--- src/rtl/if_fetch_if.sv ---
// Byte-wide memory-controller port shared by the fetch stage: request/address
// out, grant and read data back.
interface if_fetch_if #(
  parameter int ADDR_W = 32
) ();
  logic              mem_req;
  logic [ADDR_W-1:0] mem_addr;
  logic              mem_gnt;
  logic [7:0]        mem_din;

  modport master (
    output mem_req,
    output mem_addr,
    input  mem_gnt,
    input  mem_din
  );

  modport slave (
    input  mem_req,
    input  mem_addr,
    output mem_gnt,
    output mem_din
  );
endinterface

--- src/rtl/if_fetch.sv ---
// Instruction fetch: assembles a little-endian 32-bit instruction from four
// byte reads and holds the PC via stall_req until decode takes it.
module if_fetch #(
  parameter int ADDR_W = 32
) (
  input  logic              clk,
  input  logic              rst_n,
  input  logic [ADDR_W-1:0] pc,
  input  logic              jump_flag,
  input  logic              id_stall,
  if_fetch_if.master        mem,
  output logic              if_valid,
  output logic [31:0]       if_inst,
  output logic [ADDR_W-1:0] if_pc,
  output logic              stall_req
);

  typedef enum logic [0:0] {FETCH = 1'b0, DONE = 1'b1} state_e;

  state_e            state_q, state_d;
  logic [2:0]        req_cnt_q, req_cnt_d;
  logic [2:0]        rsp_cnt_q, rsp_cnt_d;
  logic              rd_pend_q, rd_pend_d;
  logic [1:0]        rd_idx_q, rd_idx_d;
  logic              if_valid_q, if_valid_d;
  logic [31:0]       if_inst_q, if_inst_d;
  logic [ADDR_W-1:0] if_pc_q, if_pc_d;
  logic              fetch_req;
  logic              accept;

  // Next-state, request generation and byte assembly
  always_comb begin
    state_d    = state_q;
    req_cnt_d  = req_cnt_q;
    rsp_cnt_d  = rsp_cnt_q;
    rd_pend_d  = 1'b0;
    rd_idx_d   = rd_idx_q;
    if_valid_d = if_valid_q;
    if_inst_d  = if_inst_q;
    if_pc_d    = if_pc_q;
    fetch_req  = 1'b0;
    accept     = if_valid_q & ~id_stall;

    if (!jump_flag) begin
      case (state_q)
        FETCH: begin
          fetch_req = rst_n & (req_cnt_q < 3'd4);
          if (fetch_req && mem.mem_gnt) begin
            req_cnt_d = req_cnt_q + 3'd1;
            rd_pend_d = 1'b1;
            rd_idx_d  = req_cnt_q[1:0];
          end else begin
            rd_pend_d = 1'b0;
          end
          if (rd_pend_q) begin
            case (rd_idx_q)
              2'd0:    if_inst_d[7:0]   = mem.mem_din;
              2'd1:    if_inst_d[15:8]  = mem.mem_din;
              2'd2:    if_inst_d[23:16] = mem.mem_din;
              2'd3:    if_inst_d[31:24] = mem.mem_din;
              default: if_inst_d        = if_inst_q;
            endcase
            rsp_cnt_d = rsp_cnt_q + 3'd1;
            // The fourth response completes the instruction
            if (rsp_cnt_q == 3'd3) begin
              state_d    = DONE;
              if_valid_d = 1'b1;
              if_pc_d    = pc;
            end else begin
              state_d = FETCH;
            end
          end else begin
            rsp_cnt_d = rsp_cnt_q;
          end
        end
        DONE: begin
          if (accept) begin
            if_valid_d = 1'b0;
            req_cnt_d  = 3'd0;
            rsp_cnt_d  = 3'd0;
            state_d    = FETCH;
          end else begin
            state_d = DONE;
          end
        end
        default: begin
          state_d = FETCH;
        end
      endcase
    end else begin
      // Redirect drops any in-flight byte and any held instruction
      state_d    = FETCH;
      req_cnt_d  = 3'd0;
      rsp_cnt_d  = 3'd0;
      rd_pend_d  = 1'b0;
      if_valid_d = 1'b0;
    end
  end

  // State and output registers
  always_ff @(posedge clk or negedge rst_n) begin
    if (!rst_n) begin
      state_q    <= FETCH;
      req_cnt_q  <= 3'd0;
      rsp_cnt_q  <= 3'd0;
      rd_pend_q  <= 1'b0;
      rd_idx_q   <= 2'd0;
      if_valid_q <= 1'b0;
      if_inst_q  <= 32'd0;
      if_pc_q    <= '0;
    end else begin
      state_q    <= state_d;
      req_cnt_q  <= req_cnt_d;
      rsp_cnt_q  <= rsp_cnt_d;
      rd_pend_q  <= rd_pend_d;
      rd_idx_q   <= rd_idx_d;
      if_valid_q <= if_valid_d;
      if_inst_q  <= if_inst_d;
      if_pc_q    <= if_pc_d;
    end
  end

  assign mem.mem_req  = fetch_req;
  assign mem.mem_addr = pc + ADDR_W'(req_cnt_q);
  assign stall_req    = ~((state_q == DONE) & ~id_stall);
  assign if_valid     = if_valid_q;
  assign if_inst      = if_inst_q;
  assign if_pc        = if_pc_q;

endmodule

--- src/flat_wrapper.sv ---
// flat-port wrapper written by rule: the top's interface ports become plain ports
module if_fetch_flat 
#(
  parameter int ADDR_W = 32
)
  (clk, rst_n, pc, jump_flag, id_stall, if_valid, if_inst, if_pc, stall_req, mem_mem_req, mem_mem_addr, mem_mem_gnt, mem_mem_din);
  if_fetch_if #(.ADDR_W(ADDR_W)) mem_i ();
  input  logic clk;
  input  logic rst_n;
  input  logic [ADDR_W-1:0] pc;
  input  logic jump_flag;
  input  logic id_stall;
  output logic if_valid;
  output logic [31:0] if_inst;
  output logic [ADDR_W-1:0] if_pc;
  output logic stall_req;
  output wire logic [$bits(mem_i.mem_req)-1:0] mem_mem_req;
  output wire logic [$bits(mem_i.mem_addr)-1:0] mem_mem_addr;
  input wire logic [$bits(mem_i.mem_gnt)-1:0] mem_mem_gnt;
  input wire logic [$bits(mem_i.mem_din)-1:0] mem_mem_din;
  assign mem_mem_req = mem_i.mem_req;
  assign mem_mem_addr = mem_i.mem_addr;
  assign mem_i.mem_gnt = mem_mem_gnt;
  assign mem_i.mem_din = mem_mem_din;
  if_fetch #(.ADDR_W(ADDR_W)) u_core (.clk(clk), .rst_n(rst_n), .pc(pc), .jump_flag(jump_flag), .id_stall(id_stall), .mem(mem_i), .if_valid(if_valid), .if_inst(if_inst), .if_pc(if_pc), .stall_req(stall_req));
endmodule
--- config.mk ---
export PLATFORM = sky130hd
export DESIGN_NAME = if_fetch_flat
export DESIGN_NICKNAME = d
export VERILOG_FILES = /design/src/rtl/if_fetch_if.sv /design/src/rtl/if_fetch.sv /design/src/flat_wrapper.sv
export SDC_FILE = /design/constraint.sdc
export NUM_CORES = 1
export LEC_CHECK = 0
export CORE_ASPECT_RATIO = 0.7
export CORE_UTILIZATION = 40
export DETAILED_ROUTE_END_ITERATION = 8
export GPL_ROUTABILITY_DRIVEN = 0
export PLACE_DENSITY = 0.8
export SLEW_MARGIN = 20
export SYNTH_ARGS = -nofsm -noshare
export SYNTH_HDL_FRONTEND = slang
export SYNTH_SLANG_ARGS = --single-unit
--- constraint.sdc ---
create_clock -name clk -period 2.25 [get_ports clk]
set_clock_uncertainty 0.1 [all_clocks]
set_input_delay 0.225 -clock clk [delete_from_list [all_inputs] [get_ports clk]]
set_output_delay 0.225 -clock clk [all_outputs]
set_load 0.01 [all_outputs]
==> results of run 1 <==
## sequential cells by signal, summed over array words and instances, names as in the netlist
name              flops
u_core.if_inst       32
u_core.if_pc         32
u_core.req_cnt_q      3
u_core.rsp_cnt_q      3
u_core.rd_idx_q       2
u_core.if_valid       1
u_core.rd_pend_q      1
u_core.state_q        1
## worst register-to-register path, cell delays in order, from the launching register on
cell and delay [ns]:
dfrtp_1 0.39, ha_1 0.21, ha_1 0.22, nand2_1 0.07, buf_4 0.38, mux2_2 0.41
## through the flow
step	total power, mW	hold WS (ns)	cell area, sq um	setup TNS (ns)
after CTS	4.36	0.199	5850	-3.17
after global placement	2.81	0.00398	5470	-15.22
after global routing	4.54	0.191	5970	-6.17
after detailed placement	2.85	0.00488	5470	-16.59
final	4.36	0.166	5970	-3.48
after floorplan	2.09	-0.171	3570	0
## cell usage in the layout, fill, tap and decap left out, types with 4 or more instances in the layout
cell,instances
buf_2,30
buf_4,50
xnor2_1,20
buf_6,9
nor2_1,4
ha_1,4
clkbuf_16,9
nand2_1,13
dfrtp_1,75
xnor2_2,4
xor2_1,6
clkdlybuf4s50_1,107
nand4_1,13
mux2_2,64
## per-layer routing
metal  vias up  part of all wire, %  track usage (%)
met2        79                   49             37.8
met1      1479                   43             28.8
met5         -                    0                0
met3        16                  5.9             6.64
met4         0                  1.8             7.92
li1       1405                    -                -
## kinds of logic (layout without fill, tap and decap cells)
| kind of cell | count (synthesis) | count (layout) | synth area share (%) |
|---|---|---|---|
| XOR/XNOR | 30 | 30 | 7.35 |
| buffers and inverters | 7 | 220 | 0.980 |
| AO/OA/AOI/OAI | 13 | 13 | 2.31 |
| AND/OR/NAND/NOR | 72 | 72 | 13.1 |
| adder cells (fa/ha/maj) | 7 | 7 | 2.66 |
| multiplexers | 67 | 67 | 21.1 |
| flip-flops | 75 | 75 | 52.5 |
## cell type report
class	instances	area, sq um
fill	636	2580
sequential	75	1880
multi-input combinational	189	1860
timing repair buffer	202	1760
clock buffer	10	239
tap	120	150
clock inverter	6	72.6
inverter	2	7.51
## worst paths after layout
kind | slack, ns | endpoint | cells past startpoint | start
max in group asynchronous | 0.77 | u_core.if_pc[8] | 3 | rst_n
setup reg to reg | 0.35 | u_core.if_pc[3] | 5 | u_core.rsp_cnt_q[0]
hold / removal | 0.17 | u_core.if_pc[2] | 2 | pc[2]
hold reg to reg | 0.39 | u_core.if_pc[7] | 1 | u_core.if_pc[7]
setup / recovery | -0.23 | mem_mem_addr[22] | 9 | u_core.req_cnt_q[0]
min in group asynchronous | 0.24 | u_core.if_inst[5] | 2 | rst_n
## timing repair
| item | CTS | global route |
|---|---|---|
| resized for setup | 154 | 24 |
| cloned | 1 | 0 |
| setup buffers | 6 | 9 |
| hold buffers | 1 | 0 |
| pin swaps | 31 | 20 |
| hold endpoints to repair | 15 | 0 |
| setup endpoints to repair | 31 | 31 |
## power groups by stage
stage | combinational, mW | sequential, mW | clock (mW)
after floorplan | 0.324 | 1.77 | 0
after global placement | 1.13 | 1.68 | 0
after detailed placement | 1.16 | 1.69 | 0
after CTS | 1.18 | 1.67 | 1.51
after global routing | 1.28 | 1.69 | 1.57
final | 1.21 | 1.67 | 1.48
==> metrics, run 1 <==
startpoint types=flip-flop; layout cells sized above 1=42.6%; count leader, synth=dfrtp_1; delay-heaviest family, CP=adder cells; combinational power share=27.8%; Pins Over Slew Limit=0; initial drt markers=between 100 and 150; Final setup violation count=28; Final Non-Filler Cells=between 600 and 700; Most used DFF post-synth=dfrtp_1; Reg power frac=between 30% and 40%; Slew headroom=46.3%; CTS HTree Levels=3; VDD IR-drop max=about 0.64 mV; CP max-delay cell=dfrtp_1; port buffer count=between 100 and 150; Crit Path Category=reg -> out; Max Freq=around 400 MHz; final critical-path share of the clock period=110%; IO Count=between 100 and 150; CP Capture Type=primary output; Initial Util=41.8%; Setup WS pre-CTS=-0.765 ns; Switching Share=a little over a quarter; Buf/Inv on CP=3; vias=roughly 3000; Ys Warns=0; register bit total from synthesis=75; drt wl/cell=about 17 um; die height=a little over 80 um; Num CTS Buffers=9; top cells by area, synth=dfrtp_1 (53%), mux2_2 (20%), xnor2_1 (5.9%); number of maximum-capacitance violations=0; Final Critical Period=2.48 ns; Die W=roughly 110 um; Num Clock Sinks=75; Core ar.=roughly 8500 sq um; routed vias/inst=about 5; initial antenna violation count=0; Synth cell types=38; Pint=approximately 3.2 mW; Skew-Pair Late Insertion Delay=0.33 ns; worst-path fanout max=4; HPWL Detailed=7470 um; final wirelength=~10000 um; Req. time, crit path=1.92 ns; Mapped Area=3570 sq um; sequential-to-total area share from yosys stat=a little over half; die area=between 9000 and 10000 sq um; area growth from synthesis to layout=66.9%; Layout Utilization=between 60% and 70%; Synth area leader=dfrtp_1; CTS max path bufs=2; Slowest Stage Delay on Critical Path=roughly 0.38 ns; setup ws final=-0.234 ns; first-pass GRT wire length=about 16000 um; clock tree from TritonCTS=done; commonest cells in the netlist=dfrtp_1 (75), mux2_2 (64), xnor2_1 (24); Post-Syn Instances=roughly 270; Post-synth EDFFs=0; Clock power frac=roughly a third; asr flop ratio synth=100%; largest net degree at the start of global routing=between 60 and 70; violated checks=setup timing; Worst Hold Class=in -> reg; Mapped Nets=approximately 320; Reg clk slew, reported paths=0.06 ns; Routed Antenna Nets=0; static leakage=about 2.8 nW; clk root buf=clkbuf_16; Initial DRT Pass Iterations=4; switching power=~1.2 mW; unrepaired setup endpoints after global routing=yes; n_diodes=0; Tightest Pin Transition=between 0.8 and 0.9 ns; Synth top area share=a little over half; PD cells=between 700 and 800 nW/um^2; vias in the first global route=~3100; Syn Area/Cell=roughly 13 sq um; CP Data Arrival Time=roughly 2.2 ns; final-stage net count=roughly 530; Final Hold Vio Count=0; crit-path cells=ha_2 -> fa_2 -> a21oi_4 -> buf_6 -> nor4_4 -> buf_4 -> nand2_2 -> xnor2_1 -> buf_2; DRC violations left=0; row cnt=28; Cells after DPL=between 500 and 600; Tot GR Track Use=between 20% and 30%; gr ovfl total=0; status=complete, but fails checks
Power figures use the tool's default switching activity.
==> run 2: changes to the inputs <==
--- a/config.mk
+++ b/config.mk
@@ -5,11 +5,13 @@
 export SDC_FILE = /design/constraint.sdc
 export NUM_CORES = 1
 export LEC_CHECK = 0
+export ABC_AREA = 1
+export CAP_MARGIN = 20
 export CORE_ASPECT_RATIO = 0.7
 export CORE_UTILIZATION = 40
 export DETAILED_ROUTE_END_ITERATION = 8
 export GPL_ROUTABILITY_DRIVEN = 0
-export PLACE_DENSITY = 0.8
+export PLACE_DENSITY = 0.79
 export SLEW_MARGIN = 20
 export SYNTH_ARGS = -nofsm -noshare
 export SYNTH_HDL_FRONTEND = slang
==> run 2 against run 1 <==
Net effect: the run still ends with setup timing left; wire length rose by 24%; worst setup slack improved by 0.15 ns; sequential power shrank 7%; cell count increased by 36%; sequential share of layout area shrank 0.96 points; total power is 12% lower; critical endpoint is now mem_mem_addr[10]; highest routed layer unchanged.
==> metrics, run 2 <==
area growth from synthesis to layout=62.0%; Initial Util=41.6% (-0.26 points); final-stage net count=745 (+40%); setup ws final=-0.0814 ns (+0.152 ns); Final Power=3.82 mW (-12%); worst-path fanout max=6 (+2); n_diodes=0 (unchanged); vias=4188 (+41%); Post-synth EDFFs=0 (unchanged); vias in the first global route=4063 (+32%); final critical-path share of the clock period=104% (-6.8 points); Hold Buf Count CTS=0 (-1); Reg power frac=40.8% (+2.5 points); initial antenna violation count=0 (unchanged); Switching Share=25.9% (-1.1 points); final wirelength=13000 um (+24%); routed vias/inst=5.09 (+3.3%); Pins Over Slew Limit=0 (unchanged); switching power=0.989 mW (-16%); Req. time, crit path=1.92 ns (about the same); Final setup violation count=9 (-68%); Layout Utilization=67.3% (-2.5 points); CP max-delay cell=dfrtp_1; IO Count=144 (unchanged); crit-path cells=ha_4 -> fa_2 -> nand3_2 -> nand2_4 -> nand3_4 -> buf_6 -> xor2_1 -> buf_2; CTS max path bufs=2 (unchanged); number of maximum-capacitance violations=0 (unchanged); clock tree from TritonCTS=done; startpoint types=flip-flop; drt wl/cell=15.8 um (-8.6%); Final Hold Vio Count=0 (unchanged); Post-Syn Instances=489 (+80%); met3 Usage GRT=4.78% (-1.9 points); most used routing layer in global routing=met2; Tot GR Track Use=26.4% (+3.5 points); Skew-Pair Late Insertion Delay=0.33 ns (about the same); status=complete, but fails checks; Worst Hold Class=in -> async; CTS HTree Levels=3 (unchanged); die area=9900 sq um (+6.2%); Multi-input gate area=1870 sq um (+0.20%); sequential-to-total area share from yosys stat=49.4% (-3.1 points); asr flop ratio synth=100% (unchanged); Ys Warns=0 (unchanged); largest net degree at the start of global routing=76 (+25%); Pint=2.83 mW (-11%); Slowest Stage Delay on Critical Path=0.42 ns (+0.04 ns); initial drt markers=378 (+270%); gr ovfl total=0 (unchanged); Tightest Pin Transition=0.916 ns (+0.112 ns); Mapped Area=3800 sq um (+6.3%); Initial DRT Pass Iterations=5 (+1); row cnt=29 (+3.6%); top cells by area, synth=dfrtp_1 (49%), nand2_1 (17%), o21ai_0 (8.6%); Mapped Nets=541 (+67%); most frequent cells in the layout=nand2_1 (163), clkdlybuf4s50_1 (108), dfrtp_1 (75), o21ai_0 (64), buf_4 (56); clk root buf=clkbuf_16; Synth top area share=49.4% (-3.1 points); Setup WS pre-CTS=-0.624 ns (+0.141 ns); Slew headroom=38.9% (-7.4 points); first-pass GRT wire length=20500 um (+29%); Reg clk slew, reported paths=0.05 ns (about the same); static leakage=2.99 nW (+6.9%); commonest non-fill, non-tap cell in the layout=nand2_1; Synth area leader=dfrtp_1; violated checks=setup timing; Routed Antenna Nets=0 (unchanged); Clock power frac=37.7% (+3.7 points); combinational power share=21.5% (-6.3 points); Core ar.=9140 sq um (+7.0%); register bit total from synthesis=75 (unchanged); VDD IR-drop max=0.468 mV (-27%); Syn Area/Cell=7.77 sq um (-41%); Num CTS Buffers=9 (unchanged); CP Data Arrival Time=2.01 ns (-0.15 ns); Most used DFF post-synth=dfrtp_1; DRC violations left=0 (unchanged); count leader, synth=nand2_1; # fillers=742 (+17%); RR Startpoint=u_core.rsp_cnt_q[0]; layout cells sized above 1=21.3% (-21 points); PD cells=620 nW/um^2 (-15%); worst setup path startpoint=u_core.req_cnt_q[0]; Die W=118 um (+3.0%); Num Clock Sinks=75 (unchanged); Crit Path Category=reg -> out; Max Freq=429 MHz (+6.5%); Final Critical Period=2.33 ns (-0.152 ns); CP Capture Type=primary output; commonest cells in the netlist=nand2_1 (171), dfrtp_1 (75), o21ai_0 (65); unrepaired setup endpoints after global routing=yes; grt met1 use=35.6% (+6.8 points); FF+latch area=1880 sq um (unchanged); Synth cell types=21 (-45%); die height=83.5 um (+3.0%); HPWL Detailed=9770 um (+31%); met2 usage=41.8% (+4.0 points); port buffer count=143 (unchanged)
## run 2: cell types whose count changed after synthesis, moves of 24 or more
cell     before  now
nand2_1      15  171
o21ai_0       2   65
mux2_2       64    9
inv_1         2   52
nor2_1        6   54
xnor2_1      24    0
## run 2: power by group through the flow
| stage | clock (mW) | sequential [mW] | combinational [mW] |
|---|---|---|---|
| 3_5_place_dp | 0 | 1.58 | 0.823 |
| 2_1_floorplan | 0 | 1.62 | 0.202 |
| 3_3_place_gp | 0 | 1.57 | 0.801 |
| 6_report | 1.44 | 1.56 | 0.820 |
| 4_1_cts | 1.47 | 1.55 | 0.816 |
| 5_1_grt | 1.53 | 1.57 | 0.882 |
## run 2: stage by stage
| step | std cells | setup TNS [ns] | instance area (sq um) | hold slack (ns) |
|---|---|---|---|---|
| global route | 822 | -0.946 | 6150 | 0.127 |
| finish | 822 | -0.177 | 6150 | 0.0424 |
| global placement | 801 | -12.61 | 5760 | 0.358 |
| floorplan | 489 | 0 | 3800 | -0.171 |
| detailed placement | 801 | -13.73 | 5760 | 0.376 |
| CTS | 821 | -0.0677 | 6130 | 0.0761 |
## run 2: worst paths after layout
check | endpoint | slack, ns | depth (start not counted)
max | mem_mem_addr[10] | -0.08 | 8
min | u_core.state_q | 0.04 | 2
max reg2reg | u_core.if_pc[13] | 0.48 | 5
min reg2reg | u_core.if_inst[10] | 0.38 | 2
max in group asynchronous | u_core.if_pc[3] | 1.42 | 2
min in group clk | u_core.if_pc[2] | 0.27 | 2
## run 2: kinds of logic (layout without fill, tap and decap cells)
family | count (synthesis) | after routing | synth area share [%]
flops | 75 | 75 | 49.4
compound gates | 67 | 67 | 8.89
xor+xnor | 14 | 14 | 3.23
mux | 9 | 9 | 2.67
buf+inv | 62 | 271 | 6.39
simple gates | 255 | 255 | 26.9
fa+ha+maj | 7 | 7 | 2.50
## run 2: layout make-up
class / instances / area share (%)
timing repair buffer: 203 / 28.5
sequential: 75 / 30.5
clock buffer: 12 / 4.17
multi-input combinational: 352 / 30.3
tap: 124 / 2.52
inverter: 52 / 3.17
clock inverter: 4 / 0.793
## run 2: critical path: cells and delay by family (launching register included)
| family | cells | cell delay [ns] |
|---|---|---|
| xor+xnor | 1 | 0.15 |
| fa+ha+maj | 2 | 0.53 |
| buf+inv | 2 | 0.25 |
| flops | 1 | 0.42 |
| simple gates | 3 | 0.32 |
## run 2: routing by layer
metal	share of wire [%]	vias to the layer above
met5	0	-
met4	3.5	0
met3	6.4	44
met2	46	194
met1	44	1998
li1	-	1952
## run 2: what timing repair did
item,in CTS,in global routing
setup endpoints to repair,31,28
setup buffers,4,1
pin swaps,8,9
gates resized for setup,137,30
==> run 3: changes to the inputs <==
--- a/config.mk
+++ b/config.mk
@@ -8,10 +8,10 @@
 export ABC_AREA = 1
 export CAP_MARGIN = 20
 export CORE_ASPECT_RATIO = 0.7
-export CORE_UTILIZATION = 40
+export CORE_UTILIZATION = 36
 export DETAILED_ROUTE_END_ITERATION = 8
 export GPL_ROUTABILITY_DRIVEN = 0
-export PLACE_DENSITY = 0.79
+export PLACE_DENSITY = 0.73
 export SLEW_MARGIN = 20
 export SYNTH_ARGS = -nofsm -noshare
 export SYNTH_HDL_FRONTEND = slang
==> run 3 against run 2 <==
Net effect: the run ends with DRC, setup timing left; clock-buffer cell count fell by 2; sequential cell count is the same; highest routed layer unchanged; global-route usage fell by 2.6 points; worst hold slack better by 0.0095 ns; register-to-register slack worse by 0.04 ns; non-clock buffer count shrank 1; first-iteration DRC count down 13%; via count fell by 4.2%; critical endpoint is now mem_mem_addr[24].
==> metrics, run 3 (synthesis results as in run 2) <==
VDD IR-drop max=0.343 mV (-27%); Final setup violation count=4 (-5); Reg2Reg Setup Slack=0.44 ns (-0.04 ns); gr ovfl total=0 (unchanged); CP Data Arrival Time=2.00 ns (about the same); Tot GR Track Use=23.8% (-2.6 points); Initial Util=38.1% (-3.5 points); Final Non-Filler Cells=825 (+0.36%); worst setup path endpoint=mem_mem_addr[24]; RR Startpoint=u_core.rsp_cnt_q[0]; Max Freq=431 MHz (+0.48%); Slew headroom=37.6% (-1.3 points); clock tree from TritonCTS=done; delay-heaviest family, CP=adder cells; layout cells sized above 1=21.1% (-0.26 points); CTS HTree Levels=3 (unchanged); Core ar.=9980 sq um (+9.2%); r2r endpoint=u_core.if_pc[4]; setup ws final=-0.0703 ns (+0.0111 ns); port buffer count=143 (unchanged); IO Count=144 (unchanged); Num Clock Sinks=75 (unchanged); row cnt=30 (+3.4%); static leakage=2.99 nW (about the same); routed vias/inst=4.86 (-4.5%); initial drt markers=329 (-13%); final critical-path share of the clock period=103% (-0.49 points); Num CTS Buffers=9 (unchanged); most frequent cells in the layout=nand2_1 (165), clkdlybuf4s50_1 (108), dfrtp_1 (75), o21ai_0 (65), buf_4 (56); number of maximum-capacitance violations=0 (unchanged); r2r worst-path depth=5 (unchanged); first-pass GRT wire length=19800 um (-3.2%); Slowest Stage Delay on Critical Path=0.41 ns (about the same); Hold Buf Count CTS=0 (unchanged); Final Power=3.83 mW (+0.50%); unrepaired setup endpoints after global routing=yes; commonest non-fill, non-tap cell in the layout=nand2_1; PD cells=623 nW/um^2 (+0.52%); n_diodes=0 (unchanged); Tightest Pin Transition=0.936 ns (+0.0197 ns); Cells after DPL=802 (+0.12%); area growth from synthesis to layout=61.9% (about the same); final wirelength=12900 um (-0.15%); CP max-delay cell=dfrtp_1; HPWL Detailed=9870 um (+1.1%); largest net degree at the start of global routing=76 (unchanged); Initial DRT Pass Iterations=8 (+3); WP depth=11 (+3); # fillers=837 (+13%); Routed Antenna Nets=0 (unchanged); clk root buf=clkbuf_16; die height=88.0 um (+5.3%); Buf/Inv on CP=3 (+1); Worst Hold Class=in -> async; Die W=125 um (+5.3%); drt wl/cell=15.7 um (-0.52%); Final Hold Vio Count=0 (unchanged); startpoint types=flip-flop; worst-path fanout max=7 (+1); die area=11000 sq um (+11%); Pins Over Slew Limit=0 (unchanged); worst setup path startpoint=u_core.req_cnt_q[0]; Crit Path Category=reg -> out; Req. time, crit path=1.92 ns (about the same); Layout Utilization=61.6% (-5.7 points); Final Critical Period=2.32 ns (-0.0111 ns); vias=4013 (-4.2%); CTS max path bufs=2 (unchanged); status=complete, but fails checks; Reg clk slew, reported paths=0.06 ns (about the same); vias in the first global route=3839 (-5.5%); Skew-Pair Late Insertion Delay=0.33 ns (about the same); final-stage net count=744 (-0.13%); violated checks=DRC, setup timing; critical path's most frequent cell=nand2_1; CP Capture Type=primary output; DRC violations left=7 (+7); initial antenna violation count=0 (unchanged); crit-path cells=ha_4 -> fa_2 -> nand3_2 -> nand2_4 -> buf_6 -> nand2_4 -> inv_1 -> nand2_1 -> nand2_1 -> nand2_1 -> buf_2
-- run 3: metal layers --
metal | up-vias | part of all wire (%) | global-route usage (%)
met2 | 169 | 44 | 36.2
met4 | 0 | 3.0 | 10.1
met1 | 1864 | 47 | 33.1
met5 | - | 0 | 0
met3 | 34 | 5.9 | 5.31
li1 | 1946 | - | -
-- run 3: layout make-up --
class / instances / area [sq um] / area share, %
tap: 128 / 160 / 2.60
multi-input combinational: 352 / 1870 / 30.3
inverter: 52 / 195 / 3.17
clock buffer: 10 / 239 / 3.88
sequential: 75 / 1880 / 30.5
timing repair buffer: 202 / 1750 / 28.5
clock inverter: 6 / 65.1 / 1.06
-- run 3: worst min-delay path by stage --
stage | start | to | cells after the start
floorplan | rst_n | u_core.if_inst[0] | 0
global placement | u_core.rsp_cnt_q[1] | u_core.rsp_cnt_q[1] | 2
detailed placement | u_core.if_inst[25] | u_core.if_inst[25] | 2
CTS | rst_n | u_core.req_cnt_q[0] | 2
global route | rst_n | u_core.if_inst[6] | 2
finish | rst_n | u_core.if_inst[14] | 2
-- run 3: what timing repair did --
item	in CTS	in global routing
buffers inserted	6	2
endpoints found under the setup margin	31	30
resized for setup	143	24
endpoints found under the hold margin	0	0
pin swaps	5	11
-- run 3: where the power goes --
group	total (mW)	leakage [nW]	switching (mW)	internal [mW]
logic	0.819	1.82	0.384	0.435
registers	1.55	1.02	0.0783	1.48
clock network	1.46	0.148	0.572	0.888
-- run 3: through the flow --
stage          hold WS [ns]  setup slack (ns)  cell area (sq um)  setup TNS [ns]
5_1_grt               0.140            -0.137               6150          -0.926
3_3_place_gp          0.357            -0.573               5730          -13.05
4_1_cts              0.0723           -0.0474               6140          -0.139
2_1_floorplan        -0.171             0.331               3800               0
6_report             0.0519           -0.0703               6150          -0.203
3_5_place_dp          0.372            -0.610               5730          -13.94
